$ cat config.mk
export PLATFORM = sky130hd
export DESIGN_NAME = instruction_loader
export DESIGN_NICKNAME = d
export VERILOG_FILES = /design/src/rtl/instruction_loader.sv
export SDC_FILE = /design/constraint.sdc
export NUM_CORES = 1
export LEC_CHECK = 0
export CAP_MARGIN = 10
export CORE_ASPECT_RATIO = 0.5
export CORE_UTILIZATION = 60
export DETAILED_ROUTE_END_ITERATION = 16
export GPL_TIMING_DRIVEN = 0
export PLACE_DENSITY = 0.86
export RECOVER_POWER = 100
export SYNTH_ARGS = -nofsm -noshare
export SYNTH_HDL_FRONTEND = slang
export SYNTH_SLANG_ARGS = --single-unit
$ cat constraint.sdc
create_clock -name clk -period 6.55 [get_ports clk]
set_input_delay 0.655 -clock clk [delete_from_list [all_inputs] [get_ports clk]]
set_output_delay 0.655 -clock clk [all_outputs]
set_load 0.02 [all_outputs]
$ cat src/rtl/instruction_loader.sv
// Bootloader write side: assembles big-endian words from a byte stream, writes them to
// instruction RAM, zero-fills the rest and releases the CPU once the checksum matches.
//
// state  | meaning
// IDLE   | after reset, waiting for load_start
// COUNT  | waiting for the word-count byte N
// DATA   | shifting in data bytes, four per word
// WRITE  | one-cycle write of the assembled word
// CHECK  | waiting for the checksum byte
// CLEAR  | zero-filling words N..DEPTH-1, one per cycle
// DONE   | image loaded, CPU released
// ERROR  | bad count, bad checksum or timeout; CPU held
module instruction_loader #(
   parameter int DEPTH   = 64,
   parameter int TIMEOUT = 1000000
) (
   input  logic        clk,
   input  logic        reset,
   input  logic        load_start,
   input  logic        byte_valid,
   input  logic [7:0]  byte_data,
   output logic        byte_ready,
   output logic        mem_write,
   output logic [30:0] mem_address,
   output logic [31:0] mem_write_data,
   output logic        cpu_hold,
   output logic        load_done,
   output logic        load_error
);

   localparam int IW = $clog2(DEPTH) + 1;
   localparam int TW = $clog2(TIMEOUT + 1);
   localparam logic [IW-1:0] DEPTH_I = IW'(DEPTH);
   localparam logic [8:0]    DEPTH_9 = 9'(DEPTH);
   localparam logic [TW-1:0] TLIMIT  = TW'(TIMEOUT);

   typedef enum logic [2:0] {
      S_IDLE, S_COUNT, S_DATA, S_WRITE, S_CHECK, S_CLEAR, S_DONE, S_ERROR
   } state_t;

   state_t        state, state_next;
   logic [IW-1:0] index, n_words, index_inc;
   logic [1:0]    bcnt;
   logic [7:0]    csum;
   logic [31:0]   asm_word;
   logic [TW-1:0] tcount, tcount_inc;
   logic          xfer, in_rx, timed_out, count_bad;

   assign xfer       = byte_valid && byte_ready;
   assign in_rx      = (state == S_COUNT) || (state == S_DATA) || (state == S_CHECK);
   assign tcount_inc = tcount + 1'b1;
   assign timed_out  = in_rx && !xfer && (tcount_inc == TLIMIT);
   assign index_inc  = index + 1'b1;
   assign count_bad  = (byte_data == 8'd0) || ({1'b0, byte_data} > DEPTH_9);

   always_ff @(posedge clk or negedge reset) begin
      if (!reset) state <= S_IDLE;
      else        state <= state_next;
   end

   always_comb begin
      state_next = state;
      if (load_start) begin
         state_next = S_COUNT;
      end else if (timed_out) begin
         state_next = S_ERROR;
      end else begin
         case (state)
            S_COUNT: if (xfer) state_next = count_bad ? S_ERROR : S_DATA;
            S_DATA:  if (xfer && bcnt == 2'd3) state_next = S_WRITE;
            S_WRITE: state_next = (index_inc == n_words) ? S_CHECK : S_DATA;
            S_CHECK: if (xfer) begin
               if (byte_data != csum)        state_next = S_ERROR;
               else if (n_words == DEPTH_I)  state_next = S_DONE;
               else                          state_next = S_CLEAR;
            end
            S_CLEAR: if (index_inc == DEPTH_I) state_next = S_DONE;
            default: state_next = state;
         endcase
      end
   end

   // Outputs are registered from the next state so they align with the state they describe.
   always_ff @(posedge clk or negedge reset) begin
      if (!reset) begin
         byte_ready     <= 1'b0;
         mem_write      <= 1'b0;
         mem_address    <= '0;
         mem_write_data <= '0;
         cpu_hold       <= 1'b1;
         load_done      <= 1'b0;
         load_error     <= 1'b0;
         index          <= '0;
         n_words        <= '0;
         bcnt           <= '0;
         csum           <= '0;
         asm_word       <= '0;
         tcount         <= '0;
      end else begin
         byte_ready <= (state_next == S_COUNT) || (state_next == S_DATA) ||
                       (state_next == S_CHECK);
         mem_write  <= (state_next == S_WRITE) || (state_next == S_CLEAR);
         cpu_hold   <= (state_next != S_DONE);
         load_done  <= (state_next == S_DONE);
         load_error <= (state_next == S_ERROR);
         if (load_start) begin
            index  <= '0;
            bcnt   <= '0;
            csum   <= '0;
            tcount <= '0;
         end else begin
            if (in_rx) tcount <= xfer ? '0 : tcount_inc;
            case (state)
               S_COUNT: if (xfer) n_words <= IW'(byte_data);
               S_DATA: if (xfer) begin
                  asm_word <= {asm_word[23:0], byte_data};
                  csum     <= csum ^ byte_data;
                  bcnt     <= bcnt + 1'b1;
                  if (bcnt == 2'd3) begin
                     mem_write_data <= {asm_word[23:0], byte_data};
                     mem_address    <= 31'({index, 2'b00});
                  end
               end
               S_WRITE: index <= index_inc;
               S_CHECK: if (xfer && byte_data == csum && n_words != DEPTH_I) begin
                  mem_write_data <= '0;
                  mem_address    <= 31'({index, 2'b00});
               end
               S_CLEAR: begin
                  index       <= index_inc;
                  mem_address <= 31'({index_inc, 2'b00});
               end
               default: ;
            endcase
         end
      end
   end

endmodule
==> impl_metrics.csv, run 1 <==
group,metric,value,unit
place,buffer_ports.inserted,54,
final_layout,finalNonFillerCells,884,
sta,final_hold_viol_count,0,
place,dpl.cell_count,852,
routing,antenna_left,0,
clocking,ctsRootBufferMaster,"clkbuf_16",
place,gp_congestion,0.8766,
synth,syn_area,0.006025,mm2
global_route,grt_pass1_wl,24480,um
synth,synth_edf_count,0,
worst_setup_path,critPathSlowestCell,"clkbuf_1",
power_and_ir_drop,seq_power_share,35.9,%
worst_setup_path,timing.rr.start,"index[1]",
synth,yosys-top-cells-area,"dfrtp_1 (47%), nand2_1 (6.0%), mux2_2 (6.0%), o21ai_0 (5.4%), xor2_1 (3.9%)",
worst_setup_path,critPathCaptureType,"async pin",
final_layout,areaGrowthSynthToFinish,23.30,%
routing,via_per_inst,5.877,
clocking,htreeDepth,4,
synth,ys_types,57,
worst_setup_path,crit_required,6.24,ns
hold_path,whs_path_depth,2,
worst_setup_path,critPathKind,"input pin to async pin",
power_and_ir_drop,p_int,1.790,mW
floorplanning,core_area,0.009603,mm2
clocking,postCtsSetupBuffers,0,
worst_setup_path,cp_data_arrival_time,3.25,ns
place,dp_hpwl,9406,um
worst_setup_path,worstSetupStartpoint,"reset",
final_layout,finalCoreUtilization,77.35,%
sta,post-route-period-util,54.43,%
sta,setup_tns,0,ns
power_and_ir_drop,p_leak,3.362,nW
synth,seq_area_frac_synth,47.79,%
worst_setup_path,startpoint_type,"input pin",
global_route,antenna_found_initial,0,
clocking,cts.clk_slew.worst_paths,0.06,ns
synth,synth_compound_area_share,13.48,%
clocking,hold_buffers,0,
routing,wl_per_cell,17.12,um
floorplanning,start_util,62.74,%
power_and_ir_drop,power,2.738,mW
sta,slew_viol_final,66,
final_layout,drive_gt1_share,13.48,%
synth,synth_mux_area_share,6.646,%
hold_path,min_to,"mem_write_data[17]",
hold_path,hold_start,"mem_write_data[17]",
worst_setup_path,cp_top_family,"buffers and inverters",
synth,synth_top_area_share,47.35,%
synth,synth-simple-area-share,18.86,%
sta,slew_headroom,-143.7,%
synth,synth_adder_area_share,0.6231,%
place,dp_slack,3.142,ns
sta,setup_slack,2.985,ns
hold_path,hp-class,"flip-flop to flip-flop",
outcome,violations,"max-capacitance violations, max-slew violations",
routing,first_pass_iters,8,
synth,synthFlopType,"dfrtp_1",
synth,synth.avg_cell_area,9.428,um2
worst_setup_path,r2r_end,"mem_write",
routing,drt_first_iter_violations,378,
clocking,cts_num_sinks,115,
final_layout,fin_nets,751,
synth,yosysWarnings,0,
power_and_ir_drop,p_sw,0.9481,mW
worst_setup_path,critPathBufInv,1,
power_and_ir_drop,netSwitchingFraction,34.62,%
clocking,insertion_delay,0.42,ns
floorplanning,num_rows,25,
global_route,grt_pass1_vias,4956,
synth,synthCells,639,
worst_setup_path,slowest_delay,2.52,ns
sta,finClkSkew,0.007527,ns
synth,synthArstFlopShare,100.0,%
clocking,cts_resized,0,
final_layout,stdcell_area,0.007428,mm2
floorplanning,pin_count,80,
worst_setup_path,critPathMaxFanout,66,
synth,synth_top_family_by_area,"simple AND/OR/NAND/NOR gates",
power_and_ir_drop,ir_drop,0.0002829,V
outcome,status,"complete, but fails checks",
routing,wl,15130,um
sta,setup_viol,0,
global_route,grt_max_degree,67,
global_route,track_usage,31.12,%
synth,ys_seq_elements,115,
power_and_ir_drop,p_comb_share,28.9,%
clocking,cts_buffers,17,
worst_setup_path,worst-r2r-cell-count,9,
sta,timing.hold.ws,0.4722,ns
synth,synth-xor-area-share,6.251,%
power_and_ir_drop,clockPowerShare,35.2,%
sta,tightest_slew,3.655,ns
worst_setup_path,r2r_slack,3.48,ns
final_layout,num_antenna_cells,0,
synth,synth.largest_area_cell,"dfrtp_1",
sta,rsz0062_at_grt,"no",
sta,fmax,280.5,MHz
floorplanning,die-area,0.01047,mm2
global_route,grt.overflow.total,0,
clocking,clk_path_buf_depth,2,
place,dpl_cell_area,0.006845,mm2
clocking,cts_tree,"done",
floorplanning,chipHeight,72.86,um
run,cap_violations,1,
worst_setup_path,crit_chain,"clkbuf_1",
sta,finalCriticalPeriod,3.565,ns
floorplanning,die_w,143.7,um
power_and_ir_drop,power.density,368.6,mW/mm2
routing,drc,0,
routing,vias,5195,
[layout make-up]
class / instances / area (um2)
repair buffers: 55 / 561.8
inverters: 4 / 15.01
fillers: 654 / 2175
plain buffers: 69 / 360.3
flip-flops and latches: 115 / 2879
well taps: 135 / 168.9
clock inverters: 14 / 177.7
multi-input cells: 474 / 2836
clock buffers: 18 / 429.2
[worst max path at each step]
stage | endpoint | depth (start not counted)
floorplan | mem_write | 6
global placement | mem_write_data[18] | 1
detailed placement | mem_write_data[11] | 9
CTS | mem_write_data[13] | 9
global route | asm_word[0] | 1
finish | asm_word[0] | 1
[Yosys cell counts, types with 4 or more instances]
cell	instances
xor2_1	27
nor2b_1	7
mux2_2	32
nand4_1	13
or3_1	4
nand3_1	19
dfrtp_1	114
inv_1	4
buf_4	24
xnor2_1	16
a21oi_1	23
mux2i_1	4
nor3_1	10
o2111ai_1	4
buf_2	11
o31ai_1	6
clkbuf_1	33
o21ai_0	65
nand2_1	97
and3_1	9
nor2_1	45
and4_1	5
nor4b_1	5
a31oi_1	9
[kinds of logic (layout without fill, tap and decap cells)]
family | count (synthesis) | count (layout)
AOI/OAI and AO/OA | 133 | 133
adders and majority gates | 3 | 3
DFF | 115 | 115
xor gates and xnor gates | 43 | 43
and+or+nand+nor | 235 | 235
muxes | 36 | 36
buffers and inverters | 73 | 160
other | 1 | 24
[cell usage in the layout, fill, tap and decap left out, types with 10 or more instances in the layout]
cell and count:
dfrtp_1 114, nand2_1 97, o21ai_0 65, dlygate4sd3_1 47, nor2_1 45, clkbuf_1 38
mux2_2 30, xor2_1 27, a21oi_1 24, buf_4 24, conb_1 24, nand3_1 19
clkbuf_16 17, xnor2_1 16, nand4_1 13, nor3_1 10
[flip-flops by register name, indices dropped and copies added (netlist names)]
register        count
asm_word           24
bcnt                2
byte_ready          1
cpu_hold            1
csum                8
index               7
load_done           1
load_error          1
mem_address         7
mem_write           1
mem_write_data     32
n_words             7
state               3
tcount             20
[layer usage]
metal  global-route usage, %  share of wire, %  routed length [um]
met1                   38.68                41                6263
met2                   53.02                50                7619
met3                   6.890               6.5                 989
met4                   13.83               1.7                 257
met5                       0                 0                   0
[power groups by stage]
stage | clock network (mW) | logic [mW] | registers [mW]
global route | 0.999 | 0.853 | 1.00
detailed placement | 0 | 0.794 | 0.988
finish | 0.963 | 0.792 | 0.984
floorplan | 0 | 0.431 | 1.05
CTS | 0.966 | 0.814 | 0.984
global placement | 0 | 0.769 | 0.982
Note: power is estimated with default switching activity, not from simulation.
==> inputs of run 2 (changes only) <==
--- a/config.mk
+++ b/config.mk
@@ -7,10 +7,10 @@
 export LEC_CHECK = 0
 export CAP_MARGIN = 10
 export CORE_ASPECT_RATIO = 0.5
-export CORE_UTILIZATION = 60
+export CORE_UTILIZATION = 50
 export DETAILED_ROUTE_END_ITERATION = 16
 export GPL_TIMING_DRIVEN = 0
-export PLACE_DENSITY = 0.86
+export PLACE_DENSITY = 0.76
 export RECOVER_POWER = 100
 export SYNTH_ARGS = -nofsm -noshare
 export SYNTH_HDL_FRONTEND = slang
==> constraint.sdc (replaced) <==
create_clock -name clk -period 2.9 [get_ports clk]
set_input_delay 0.29 -clock clk [delete_from_list [all_inputs] [get_ports clk]]
set_output_delay 0.29 -clock clk [all_outputs]
set_load 0.02 [all_outputs]
==> run 2 against run 1 <==
- the flow still finishes with violations (max-capacitance violations, max-slew violations)
- register-to-register slack worse by 3.3 ns
- critical path type is now flip-flop to flip-flop
- highest routed layer unchanged
- clock power is 120% higher
- clock skew is 0.0021 ns higher
- critical endpoint is now asm_word[12]
- combinational power is 120% higher
- worst setup slack worse by 2.8 ns
- final area is 0.99% higher
==> impl_metrics.csv, run 2 (synthesis gave the netlist of run 1 again) <==
group,metric,value,unit
floorplanning,chipHeight,79.62,um
sta,setup_viol,0,
final_layout,final_common_cell,"dfrtp_1",
final_layout,areaGrowthSynthToFinish,24.53,%
hold_path,hold_start,"load_start",
sta,finalCriticalPeriod,2.718,ns
floorplanning,die_w,157.2,um
final_layout,num_antenna_cells,0,
sta,fmax,367.9,MHz
worst_setup_path,critPathKind,"flip-flop to flip-flop",
final_layout,drive_gt1_share,15.35,%
hold_path,min_to,"mem_write",
global_route,grt_pass1_wl,23740,um
power_and_ir_drop,power,6.121,mW
place,buffer_ports.inserted,54,
worst_setup_path,crit_required,3.20,ns
hold_path,whs_path_depth,2,
worst_setup_path,worst-r2r-cell-count,6,
sta,timing.hold.ws,0.3680,ns
sta,post-route-period-util,93.72,%
routing,drc,0,
global_route,grt.overflow.total,0,
place,dpl_cell_area,0.006879,mm2
global_route,grt_pass1_vias,4766,
sta,slew_headroom,-35.47,%
power_and_ir_drop,p_int,3.987,mW
clocking,cts_buffers,17,
hold_path,hp-class,"input pin to flip-flop",
floorplanning,die-area,0.01252,mm2
sta,rsz0062_at_grt,"yes",
final_layout,fin_nets,751,
power_and_ir_drop,ir_drop,0.0005049,V
final_layout,reg_top3,"mem_write_data: 32 flops, asm_word: 24 flops, tcount: 20 flops",
floorplanning,num_rows,27,
routing,via_per_inst,5.517,
worst_setup_path,r2r_slack,0.18,ns
worst_setup_path,critPathMaxFanout,10,
worst_setup_path,worstSetupStartpoint,"byte_ready",
power_and_ir_drop,p_sw,2.133,mW
floorplanning,core_area,0.01135,mm2
worst_setup_path,critPathCaptureType,"flip-flop",
outcome,status,"complete, but fails checks",
power_and_ir_drop,seq_power_share,36.0,%
power_and_ir_drop,p_comb_share,29.0,%
floorplanning,start_util,53.08,%
clocking,ctsRootBufferMaster,"clkbuf_16",
routing,drt_first_iter_violations,304,
clocking,clk_path_buf_depth,2,
clocking,cts.clk_slew.worst_paths,0.06,ns
power_and_ir_drop,clockPowerShare,35.0,%
routing,antenna_left,0,
sta,slew_viol_final,35,
place,dp_hpwl,9749,um
final_layout,stdcell_area,0.007502,mm2
worst_setup_path,r2r_end,"asm_word[12]",
clocking,insertion_delay,0.42,ns
final_layout,regMostFlops,"mem_write_data",
sta,tightest_slew,2.032,ns
routing,first_pass_iters,4,
sta,final_hold_viol_count,0,
power_and_ir_drop,power.density,815.8,mW/mm2
final_layout,largest_reg_flops,32,
routing,wl,14290,um
worst_setup_path,cp_data_arrival_time,3.02,ns
routing,wl_per_cell,15.74,um
worst_setup_path,timing.rr.start,"byte_ready",
global_route,antenna_found_initial,0,
floorplanning,pin_count,80,
run,cap_violations,1,
sta,finClkSkew,0.009625,ns
final_layout,mostFrequentLayoutCells,"dfrtp_1 (114), nand2_1 (97), o21ai_0 (65)",
global_route,grt_max_degree,82,
outcome,violations,"max-capacitance violations, max-slew violations",
clocking,cts_tree,"done",
place,gp_congestion,0.9012,
clocking,cts_num_sinks,115,
global_route,track_usage,24.86,%
power_and_ir_drop,p_leak,3.382,nW
worst_setup_path,startpoint_type,"flip-flop",
routing,vias,5009,
clocking,htreeDepth,4,
power_and_ir_drop,netSwitchingFraction,34.85,%
-- run 2: through the flow --
stage	TNS (ns)	setup slack [ns]	instances	utilization, %
after floorplan	0	0.5958	662	-
after global placement	-341.38	-2.920	875	60.35
after detailed placement	-8.781	-0.2222	876	60.60
after CTS	0	0.1605	909	65.97
after global routing	-0.01188	-0.01015	908	66.09
final	0	0.1820	908	66.09
-- run 2: critical path, stage by stage, from the launching register on --
cell	delay (ns)
dfrtp_1	0.42
nand2_1	0.25
nor4b_1	0.70
and2_0	0.25
clkbuf_1	0.28
clkbuf_2	0.34
mux2_2	0.37
-- run 2: cell type report --
type	count	area, um2
fill	900	3849
sequential	115	2879
multi-input combinational	474	2874
timing repair buffer	56	571.8
clock buffer	17	425.4
buffer	68	364.1
tap	159	198.9
clock inverter	15	173.9
inverter	4	15.01
-- run 2: how the worst max path moves through the flow --
stage                                    end  slack (ns)
final                           asm_word[12]        0.18
after global routing              byte_ready       -0.01
after CTS                          mem_write        0.16
after detailed placement  mem_write_data[14]       -0.22
after global placement    mem_write_data[31]       -2.92
after floorplan                    mem_write        0.60
-- run 2: what timing repair did --
item	in CTS	in global routing
hold endpoints to repair	34	0
setup buffers	0	0
resized for setup	0	9
endpoints found under the setup margin	0	14
hold buffers	1	0
-- run 2: metal layers --
layer / wire, um / global-route usage [%] / up-vias / share of wire [%]
met2: 6484 / 38.01 / 149 / 45
met5: 0 / 0 / - / 0
met3: 830 / 5.266 / 28 / 5.8
met4: 246 / 10.29 / 0 / 1.7
met1: 6731 / 34.41 / 2434 / 47
li1: - / - / 2398 / -
-- run 2: power groups by stage --
| stage | Clock [mW] | Sequential, mW | Combinational [mW] |
|---|---|---|---|
| after CTS | 2.16 | 2.21 | 1.82 |
| after floorplan | 0 | 2.36 | 0.973 |
| final | 2.14 | 2.21 | 1.78 |
| after detailed placement | 0 | 2.23 | 1.80 |
| after global placement | 0 | 2.22 | 1.75 |
| after global routing | 2.23 | 2.26 | 1.94 |
==> inputs of run 3 (changes only) <==
==> constraint.sdc (replaced) <==
create_clock -name clk -period 2.45 [get_ports clk]
set_input_delay 0.245 -clock clk [delete_from_list [all_inputs] [get_ports clk]]
set_output_delay 0.245 -clock clk [all_outputs]
set_load 0.02 [all_outputs]
==> run 3 against run 2 <==
- the flow still finishes with violations (max-capacitance violations, max-slew violations)
- largest cell class is now multi-input gates
- critical path depth increased by 1
- final area increased by 1.7%
- maximum frequency up 15%
- clock-buffer cell count is the same
- sequential share of layout area decreased by 0.57 points
- non-clock buffer count increased by 2
- register-to-register slack worse by 0.09 ns
- global-route usage grew 0.18 points
==> impl_metrics.csv, run 3 (synthesis gave the netlist of run 1 again) <==
group,metric,value,unit
sta,setup_viol,0,
final_layout,finalNonFillerCells,910,
worst_setup_path,startpoint_type,"flip-flop",
sta,finalCriticalPeriod,2.356,ns
outcome,status,"complete, but fails checks",
sta,finClkSkew,0.008724,ns
sta,slew_headroom,-11.49,%
floorplanning,pin_count,80,
routing,via_per_inst,5.523,
global_route,track_usage,25.04,%
floorplanning,core_area,0.01135,mm2
final_layout,drive_gt1_share,18.77,%
clocking,insertion_delay,0.42,ns
sta,rsz0062_at_grt,"yes",
clocking,clk_path_buf_depth,2,
floorplanning,start_util,53.08,%
final_layout,reg_top3,"mem_write_data: 32 flops, asm_word: 24 flops, tcount: 20 flops",
sta,setup_tns,0,ns
worst_setup_path,critPathBufInv,1,
final_layout,mostFrequentLayoutCells,"dfrtp_1 (111), nand2_1 (96), o21ai_0 (63)",
global_route,antenna_found_initial,0,
worst_setup_path,critPathCaptureType,"flip-flop",
global_route,grt_pass1_wl,23930,um
final_layout,regMostFlops,"mem_write_data",
power_and_ir_drop,power,7.351,mW
floorplanning,die_w,157.2,um
final_layout,largest_reg_flops,32,
sta,post-route-period-util,96.17,%
clocking,cts_buffers,17,
outcome,violations,"max-capacitance violations, max-slew violations",
final_layout,fin_nets,753,
power_and_ir_drop,p_leak,3.445,nW
floorplanning,die-area,0.01252,mm2
global_route,grt_max_degree,82,
clocking,ctsRootBufferMaster,"clkbuf_16",
routing,first_pass_iters,4,
hold_path,hp-class,"input pin to flip-flop",
place,buffer_ports.inserted,54,
run,cap_violations,1,
sta,tightest_slew,1.672,ns
routing,drt_first_iter_violations,308,
global_route,grt.overflow.total,0,
clocking,cts_tree,"done",
sta,fmax,424.4,MHz
worst_setup_path,crit_required,2.74,ns
final_layout,finalCoreUtilization,67.18,%
worst_setup_path,cp_data_arrival_time,2.65,ns
final_layout,areaGrowthSynthToFinish,26.58,%
clocking,htreeDepth,4,
place,gp_congestion,0.9012,
worst_setup_path,slowest_delay,0.61,ns
worst_setup_path,critPathMaxFanout,10,
routing,wl_per_cell,16.10,um
worst_setup_path,critPathSlowestCell,"a2111o_2",
place,dp_hpwl,9749,um
sta,final_hold_viol_count,0,
routing,antenna_left,0,
clocking,cts_num_sinks,115,
power_and_ir_drop,power.density,964.0,mW/mm2
routing,vias,5026,
worst_setup_path,critPathKind,"flip-flop to flip-flop",
final_layout,final_common_cell,"dfrtp_1",
floorplanning,num_rows,27,
routing,wl,14650,um
clocking,cts.clk_slew.worst_paths,0.06,ns
worst_setup_path,cp_top_family,"simple AND/OR/NAND/NOR gates",
power_and_ir_drop,ir_drop,0.0006186,V
sta,slew_viol_final,35,
routing,drc,0,
final_layout,num_antenna_cells,0,
place,dpl.cell_count,876,
floorplanning,chipHeight,79.62,um
global_route,grt_pass1_vias,4784,
worst_setup_path,crit_chain,"xor2_1, nor4_2, nand4_1, a2111o_2, clkbuf_1, nand2_1, o21ai_0",
## run 3: cell types whose count changed in the layout (fill, tap and decap cells not counted), moves of 3 or more
| cell | delta |
|---|---|
| clkbuf_2 | +3 |
| clkdlybuf4s50_1 | -6 |
| clkbuf_1 | -7 |
| dfrtp_1 | -3 |
| buf_4 | +4 |
| dfrtp_2 | +3 |
| dlymetal6s2s_1 | +3 |
| dlygate4sd2_1 | +4 |
## run 3: routing by layer
| layer | up-vias | GRT usage (%) | wire length, um |
|---|---|---|---|
| li1 | 2396 | - | - |
| met1 | 2445 | 34.66 | 6917 |
| met2 | 158 | 38.27 | 6658 |
| met3 | 27 | 5.320 | 793 |
| met4 | 0 | 10.39 | 280 |
| met5 | - | 0 | 0 |
## run 3: timing repair
item / in CTS / in global routing
resized for setup: 12 / 34
pin swaps: 4 / 2
hold buffers: 1 / 0
hold endpoints to repair: 34 / 0
setup buffers: 1 / 3
setup endpoints to repair: 64 / 75
## run 3: worst register-to-register path, delay by kind of cell (launching register included)
family / cells / cell delay (ns)
AOI/OAI and AO/OA: 2 / 0.69
buffers and inverters: 1 / 0.27
DFF: 1 / 0.39
xor gates and xnor gates: 1 / 0.15
and+or+nand+nor: 3 / 0.73
## run 3: through the flow
stage	instance area, um2	hold WS [ns]	setup slack (ns)
floorplan	6111	-0.05059	0.1458
global placement	6850	0.4663	-3.325
detailed placement	6879	0.1692	-0.6272
CTS	7528	0.2918	0.004021
global route	7626	0.2570	-0.1174
finish	7626	0.2210	0.09374
## run 3: power by group
part	internal (mW)	switching, mW	leakage (nW)
combinational	0.939	1.25	1.61
sequential	2.30	0.324	1.54
clock	1.53	1.01	0.293
## run 3: worst paths after layout
kind | from | to | cells after the start | slack (ns)
min in group asynchronous | reset | tcount[11] | 2 | 0.93
min | byte_data[5] | mem_write_data[5] | 3 | 0.22
max in group asynchronous | reset | csum[4] | 3 | 0.42
max | csum[1] | mem_write_data[28] | 7 | 0.09
min reg2reg | mem_write_data[24] | mem_write_data[24] | 2 | 0.47
max reg2reg | csum[1] | mem_write_data[28] | 7 | 0.09
## run 3: final cells by class
| type | instances | area (um2) |
|---|---|---|
| fill | 881 | 3725 |
| inverter | 4 | 15.01 |
| clock inverter | 15 | 173.9 |
| sequential | 115 | 2883 |
| buffer | 66 | 361.6 |
| multi-input combinational | 474 | 2958 |
| timing repair buffer | 60 | 610.6 |
| tap | 159 | 198.9 |
| clock buffer | 17 | 425.4 |
